File: src/rtl/afifo_gptr_rx_if.sv
// Pointer-crossing bundle between the remote Gray pointer source, the local
// pointer logic and the afifo_gptr_rx receiver.
interface afifo_gptr_rx_if #(
  parameter int ADDR_WIDTH = 4
);
  localparam int PW = ADDR_WIDTH + 1;

  logic [PW-1:0] gray_in;
  logic [PW-1:0] local_bin;
  logic [PW-1:0] gray_sync;
  logic [PW-1:0] bin_sync;
  logic [PW-1:0] level;
  logic          sync_valid;
  logic          ptrs_equal;
  logic          step_err;
  logic          err_sticky;

  modport master (
    output gray_in, local_bin,
    input  gray_sync, bin_sync, level, sync_valid, ptrs_equal, step_err, err_sticky
  );

  modport slave (
    input  gray_in, local_bin,
    output gray_sync, bin_sync, level, sync_valid, ptrs_equal, step_err, err_sticky
  );
endinterface

File: src/rtl/afifo_gptr_rx.sv
// Receive side of an async FIFO pointer crossing: Gray synchronizer, Gray to
// binary decode, occupancy distance and single-bit-step integrity check.
module afifo_gptr_rx #(
  parameter int ADDR_WIDTH  = 4,
  parameter int SYNC_STAGES = 2   // legal range 2..4
) (
  input  logic            clk,
  input  logic            rst_n,
  afifo_gptr_rx_if.slave  bus
);
  localparam int            PW       = ADDR_WIDTH + 1;
  localparam logic [PW-1:0] ONE      = PW'(1);
  localparam logic [2:0]    VALID_AT = 3'(SYNC_STAGES);

  logic [PW-1:0] stage [SYNC_STAGES];
  logic [PW-1:0] gray_prev;
  logic [PW-1:0] bin_q;
  logic [PW-1:0] diff;
  logic [PW-1:0] level_w;
  logic [2:0]    valid_cnt;
  logic          valid_q;
  logic          step_q;
  logic          sticky_q;
  logic          illegal;

  function automatic logic [PW-1:0] g2b(input logic [PW-1:0] g);
    logic [PW-1:0] b;
    b[PW-1] = g[PW-1];
    for (int i = PW - 2; i >= 0; i--) b[i] = b[i+1] ^ g[i];
    return b;
  endfunction

  // Plain flop chain, no logic between stages, so metastability only ever
  // has a full cycle to resolve into the next flop.
  always_ff @(posedge clk or negedge rst_n) begin
    if (!rst_n) begin
      // NOTE: the synchronizer array is a handful of flops, not a RAM, so it
      // is reset like any other register; a real memory would not be.
      for (int k = 0; k < SYNC_STAGES; k++) stage[k] <= '0;
    end else begin
      // NOTE: non-blocking assignments make every stage sample the previous
      // stage's old value, which is what turns this loop into a shift chain.
      stage[0] <= bus.gray_in;
      for (int k = 1; k < SYNC_STAGES; k++) stage[k] <= stage[k-1];
    end
  end

  // A Gray value with more than one bit changed means the crossing was
  // corrupted; d & (d-1) is non-zero exactly when popcount(d) >= 2.
  always_comb begin
    // NOTE: defaults first so no path through this block can infer a latch.
    diff    = bus.gray_sync ^ gray_prev;
    illegal = 1'b0;
    if (valid_q && ((diff & (diff - ONE)) != '0)) illegal = 1'b1;
  end

  always_ff @(posedge clk or negedge rst_n) begin
    if (!rst_n) begin
      bin_q     <= '0;
      gray_prev <= '0;
      valid_cnt <= '0;
      valid_q   <= 1'b0;
      step_q    <= 1'b0;
      sticky_q  <= 1'b0;
    end else begin
      bin_q     <= g2b(bus.gray_sync);
      gray_prev <= bus.gray_sync;
      if (valid_cnt != VALID_AT) valid_cnt <= valid_cnt + 3'd1;
      // Valid waits until both gray_sync and gray_prev hold real samples.
      valid_q   <= valid_q | (valid_cnt == VALID_AT);
      step_q    <= illegal;
      sticky_q  <= sticky_q | illegal;
    end
  end

  assign level_w        = bin_q - bus.local_bin;
  assign bus.gray_sync  = stage[SYNC_STAGES-1];
  assign bus.bin_sync   = bin_q;
  assign bus.level      = level_w;
  assign bus.ptrs_equal = (level_w == '0);
  assign bus.sync_valid = valid_q;
  assign bus.step_err   = step_q;
  assign bus.err_sticky = sticky_q;
endmodule

File: src/flat_wrapper.sv
// flat-port wrapper written by rule: the top's interface ports become plain ports
module afifo_gptr_rx_flat 
#(
  parameter int ADDR_WIDTH  = 4,
  parameter int SYNC_STAGES = 2                      
)
  (clk, rst_n, bus_gray_in, bus_local_bin, bus_gray_sync, bus_bin_sync, bus_level, bus_sync_valid, bus_ptrs_equal, bus_step_err, bus_err_sticky);
  afifo_gptr_rx_if #(.ADDR_WIDTH(ADDR_WIDTH)) bus_i ();
  input  logic clk;
  input  logic rst_n;
  input wire logic [$bits(bus_i.gray_in)-1:0] bus_gray_in;
  input wire logic [$bits(bus_i.local_bin)-1:0] bus_local_bin;
  output wire logic [$bits(bus_i.gray_sync)-1:0] bus_gray_sync;
  output wire logic [$bits(bus_i.bin_sync)-1:0] bus_bin_sync;
  output wire logic [$bits(bus_i.level)-1:0] bus_level;
  output wire logic [$bits(bus_i.sync_valid)-1:0] bus_sync_valid;
  output wire logic [$bits(bus_i.ptrs_equal)-1:0] bus_ptrs_equal;
  output wire logic [$bits(bus_i.step_err)-1:0] bus_step_err;
  output wire logic [$bits(bus_i.err_sticky)-1:0] bus_err_sticky;
  assign bus_i.gray_in = bus_gray_in;
  assign bus_i.local_bin = bus_local_bin;
  assign bus_gray_sync = bus_i.gray_sync;
  assign bus_bin_sync = bus_i.bin_sync;
  assign bus_level = bus_i.level;
  assign bus_sync_valid = bus_i.sync_valid;
  assign bus_ptrs_equal = bus_i.ptrs_equal;
  assign bus_step_err = bus_i.step_err;
  assign bus_err_sticky = bus_i.err_sticky;
  afifo_gptr_rx #(.ADDR_WIDTH(ADDR_WIDTH), .SYNC_STAGES(SYNC_STAGES)) u_core (.clk(clk), .rst_n(rst_n), .bus(bus_i));
endmodule
File: config.mk
export PLATFORM = sky130hd
export DESIGN_NAME = afifo_gptr_rx_flat
export DESIGN_NICKNAME = d
export VERILOG_FILES = /design/src/rtl/afifo_gptr_rx_if.sv /design/src/rtl/afifo_gptr_rx.sv /design/src/flat_wrapper.sv
export SDC_FILE = /design/constraint.sdc
export NUM_CORES = 1
export LEC_CHECK = 0
export CAP_MARGIN = 25
export CORE_MARGIN = 4
export CORE_UTILIZATION = 46
export DETAILED_ROUTE_END_ITERATION = 8
export PLACE_DENSITY = 0.89
export SLEW_MARGIN = 20
export SYNTH_ARGS = -nofsm -noshare
export SYNTH_HDL_FRONTEND = slang
export SYNTH_SLANG_ARGS = --single-unit
File: constraint.sdc
create_clock -name clk -period 2.6 [get_ports clk]
set_input_delay 0.39 -clock clk [delete_from_list [all_inputs] [get_ports clk]]
set_output_delay 0.39 -clock clk [all_outputs]
set_load 0.01 [all_outputs]
[Yosys cells after proc, flatten, opt, wreduce, memory -nomap -nowiden]
Cells that the tools add are included.
Storage, ports and cells
  register bits after elaboration: 26
  output and inout port bits: 19
  word-level logic and storage cells: 25
Operators by class
  $add $sub $neg: 3
  eq/ne operators: 2
  muxes and demuxes: 1
  bitwise gates (word level): 8
  reduce and logical (&&, ||, !) cells: 3
Operators with widths (number)
  5-bit bitwise AND: 1
  5-bit logical NOT: 1
  5-bit nonzero test: 1
  5-bit by 1-bit subtractor with 5-bit output (second input constant): 1
  5-bit subtractor: 1
  5-bit XOR: 1
  1-bit XOR: 4
  3-bit by 1-bit adder with 3-bit output (second input constant): 1
  3-bit by 2-bit equality test with 1-bit output (second input constant): 1
  3-bit by 2-bit inequality test with 1-bit output (second input constant): 1
  1-bit OR: 2
  1-bit logical AND: 1
  1-bit two-way mux: 1

[Logic depth before layout (Yosys ltp)]
  depth after elaboration: 7
  depth in mapped cells: 8

[Least setup slack after synthesis]
Ideal clock, no wire load.
  path type: register to output
  start: register u_core.bin_q[0], in the netlist u_core.bus.bin_sync[0]
  end: output port bus_ptrs_equal
  arrival time: 1.868 ns
  setup slack: 0.342 ns
  stages on the path, launching flop included: 9
  path buffers: 0
  path through: dfrtp_1 inv_1 ha_1 inv_1 fa_1 a21o_1 a21oi_1 xnor2_1 a2111oi_2
Between the ends
  longest elaborated chain between the ends: 2
RTL lines
  start, declared: RTL line afifo_gptr_rx.sv:17  | logic [PW-1:0] bin_q;
  start signal, assigned: RTL line afifo_gptr_rx.sv:66  | bin_q <= g2b(bus.gray_sync);
  5-bit subtractor: RTL line afifo_gptr_rx.sv:76  | assign level_w = bin_q - bus.local_bin;
  net bus_level[4]: RTL line flat_wrapper.sv:15  | output wire logic [$bits(bus_i.level)-1:0] bus_level;
  5-bit logical NOT: RTL line afifo_gptr_rx.sv:80  | assign bus.ptrs_equal = (level_w == '0);
  end, declared: RTL line flat_wrapper.sv:17  | output wire logic [$bits(bus_i.ptrs_equal)-1:0] bus_ptrs_equal;
The timed path passes the listed nets, and every way through them passes these cells.

[Final worst setup path]
  start: register u_core.bin_q[0], in the netlist u_core.bus.bin_sync[0]
  end: output port bus_ptrs_equal
Between the ends
  longest elaborated chain between the ends: 2
RTL lines (RTL line)
  5-bit subtractor: afifo_gptr_rx.sv:76
  5-bit logical NOT: afifo_gptr_rx.sv:80
Every way passes these cells.

==> flow_summary_export.csv <==
group,metric,value,unit
placement,dp.cells,139,
die,die_height,56.7,um
detailed_routing,wl_per_cell,12.0,um
clock_network,cts.reportedPaths.clkPinSlew,120,ps
synth,avgSynthCellArea,13.0,um2
die,die_width,56.7,um
detailed_routing,antenna_violating_nets_post_route,0,
sta,finalMaxSlewViolations,0,
sta,finalHoldViolCount,0,
clock_network,post_cts_hold_buffer_count,0,
synth,synth.lib_cells_used.distinct,25,
cells_and_area,nets,138,
global_routing,largest_net_degree_at_the_start_of_global_routing,26,
job,timing.max_cap.violations,0,
sta,max_slew_margin,0.787,
global_routing,grt.busiest_layer,"met2",
detailed_routing,initialDrtViolationCount,7,
outcome,status,"complete, but fails checks",
global_routing,global_route.usage.met1,0.126,
synth,mappedNetlistArea,1090,um2
clock_network,htree_num_levels,1,
detailed_routing,post-route-drc-count,0,
synth,seq_total_area_yosys,0.574,
cells_and_area,layout.cells.non_filler,146,
sta,layout_min_cycle_time,2630,ps
synth,register_bit_count_reported_by_yosys,25,
setup_path,crit_path_end_kind,"primary output",
global_routing,grt.total_usage,0.124,
synth,synth_enable_flop_cells,0,
synth,synth_async_sr_flop_share,1.00,
sta,min_period_over_period,1.01,
synth,syn_inst,84,
clock_network,clock_sinks,25,
clock_network,root_buffer,"clkbuf_4",
sta,setup_repair_after_global_routing_missed_its_margin,"yes",
placement,gp_routability_congestion,0.735,
cells_and_area,layout.filler_cells,178,
power_and_ir_drop,power_density,612,nW/um2
worst_hold_path,hold_path_class,"reg2reg",
global_routing,first_global_vias,696,
global_routing,groute.layer.met2.usage,0.223,
die,io-pin-count,31,
setup_path,worst_setup_path_startpoint,"u_core.bus.bin_sync[0]$_DFF_PN0_",
setup_path,path_class,"reg2out",
synth,ys.warnings.count,0,
cells_and_area,highest_count_cells_in_the_layout_ignoring_fill_and_taps,"clkdlybuf4s50_1, dfrtp_1, inv_1, xnor2_1, buf_4",
setup_path,required,2210,ps
setup_path,worst-endpoint-arrival,2240,ps
clock_network,cts_tree,"built",
die,floorplan.die_area,3210,um2
sta,setup_viol_count_final,1,
sta,layout_setup_ws,-31.6,ps
die,core,2230,um2
placement,dp_hpwl,1340,um
die,rows,17,
setup_path,startpoint_type,"flip-flop",
setup_path,r2r_setup_slk,1320,ps
global_routing,grt_first_pass_wirelength,3030,um
detailed_routing,num_vias,684,
die,initial_utilization,0.488,
cells_and_area,syn2layout_area_growth,35.6,%
detailed_routing,via_per_inst,4.68,
clock_network,tritoncts.num_buffers,3,
outcome,failing_checks,"negative setup slack",
placement,place.port_buffers,30,
power_and_ir_drop,peakVddDrop,379,uV
detailed_routing,wl,1750,um
global_routing,number_of_antenna_violations_at_the_first_check_in_global_routing,0,
clock_network,ctsLongestPathBuffers,2,
sta,worst_clock_skew,5.67,ps
clock_network,worst_skew_pair.late_latency,310,ps
synth,dominantRegCellSynth,"dfrtp_1",
setup_path,critical_path.max_fanout,2,
global_routing,gr-total-overflow,0,
sta,clock.fmax,0.380,GHz
detailed_routing,drt_pre_antenna_iters,4,
worst_hold_path,hold_path.startpoint,"u_core.stage[6]$_DFF_PN0_",
synth,synthesis.nets,103,
cells_and_area,num_antenna_cells,0,
global_routing,grt_util_met3,0.0414,
setup_path,reg2reg_from,"u_core.bus.gray_sync[4]$_DFF_PN0_",
sta,worst_slew_pin_slew,317,ps
cells_and_area,final_layout_size_suffix_gt1_frac,0.229,
power_and_ir_drop,p_total,0.904,mW
power_and_ir_drop,leakage,0.665,nW
## critical path, cell delays in order (launching register included)
cell and delay (ps):
dfrtp_1 400, inv_1 60, ha_2 180, inv_2 40, fa_2 380, a21o_1 180
a21oi_2 170, xnor2_2 120, a2111oi_4 220, buf_2 190
## layout make-up
cell class	instances	area [um2]	share of cell area
clock buffers	3	22.5	0.0152
well taps	28	35.0	0.0237
multi-input cells	44	422	0.285
flip-flops and latches	25	626	0.423
clock inverters	1	5.00	0.00339
inverters	9	33.8	0.0229
repair buffers	36	334	0.226
## routing by layer
| layer | wire [um] | vias to the layer above |
|---|---|---|
| li1 | - | 328 |
| met1 | 631 | 325 |
| met2 | 918 | 27 |
| met3 | 169 | 4 |
| met4 | 31 | 0 |
| met5 | 0 | - |
## registers in the layout, summed over array words and instances, names as in the netlist
name and cells:
u_core.bus.bin_sync 5, u_core.bus.err_sticky 1, u_core.bus.gray_sync 5, u_core.bus.step_err 1
u_core.bus.sync_valid 1, u_core.gray_prev 4, u_core.stage 5, u_core.valid_cnt 3
## kinds of logic (layout without fill, tap and decap cells)
family,Yosys count,count (layout),share of synthesized area
multiplexers,1,1,0.0103
adder cells (fa/ha/maj),7,7,0.0873
AO/OA/AOI/OAI,10,10,0.0631
buffers and inverters,15,49,0.0723
flip-flops,25,25,0.574
AND/OR/NAND/NOR,13,13,0.0677
XOR/XNOR,13,13,0.125
## report_power, final
part | leakage [nW] | total [mW] | switching, mW | internal (mW)
clock | 0.0177 | 0.162 | 0.104 | 0.0574
combinational | 0.361 | 0.313 | 0.136 | 0.177
sequential | 0.286 | 0.430 | 0.0159 | 0.414
total | 0.665 | 0.904 | 0.256 | 0.649
## final timing paths
path	to	cells past startpoint
worst max-delay path	bus_ptrs_equal	9
worst min-delay path	u_core.bus.gray_sync[1]$_DFF_PN0_	0
worst max register to register	u_core.bus.bin_sync[0]$_DFF_PN0_	4
worst min register to register	u_core.bus.gray_sync[1]$_DFF_PN0_	0
max in group asynchronous	u_core.bus.gray_sync[0]$_DFF_PN0_	2
min in group asynchronous	u_core.valid_cnt[0]$_DFFE_PN0N_	2
## through the flow
step	TNS, ps	instance area (um2)	util	setup slack [ps]	hold WS (ps)
after global routing	-360	1480	0.662	-191	377
after detailed placement	-1380	1400	0.628	-598	336
after CTS	0	1470	0.657	2.00	364
final	-31.6	1480	0.662	-31.6	361
after global placement	-1130	1400	0.628	-519	331
after floorplan	0	1090	-	342	94.4
## synthesized netlist by cell type, types with 2 or more instances
master | n | area share
nand2_1 | 2 | 0.0069
nor2_1 | 4 | 0.014
buf_4 | 6 | 0.041
a21oi_1 | 3 | 0.014
nand2b_1 | 2 | 0.011
ha_1 | 6 | 0.069
xor2_1 | 2 | 0.016
o21ai_0 | 2 | 0.0092
dfrtp_1 | 25 | 0.57
xnor2_2 | 2 | 0.030
xnor2_1 | 8 | 0.064
inv_1 | 9 | 0.031
## what timing repair did
action,CTS,global route
pin swaps,8,0
setup endpoints to repair,4,4
setup buffers,1,2
gates resized for setup,20,3
Note: power is estimated with default switching activity, not from simulation.
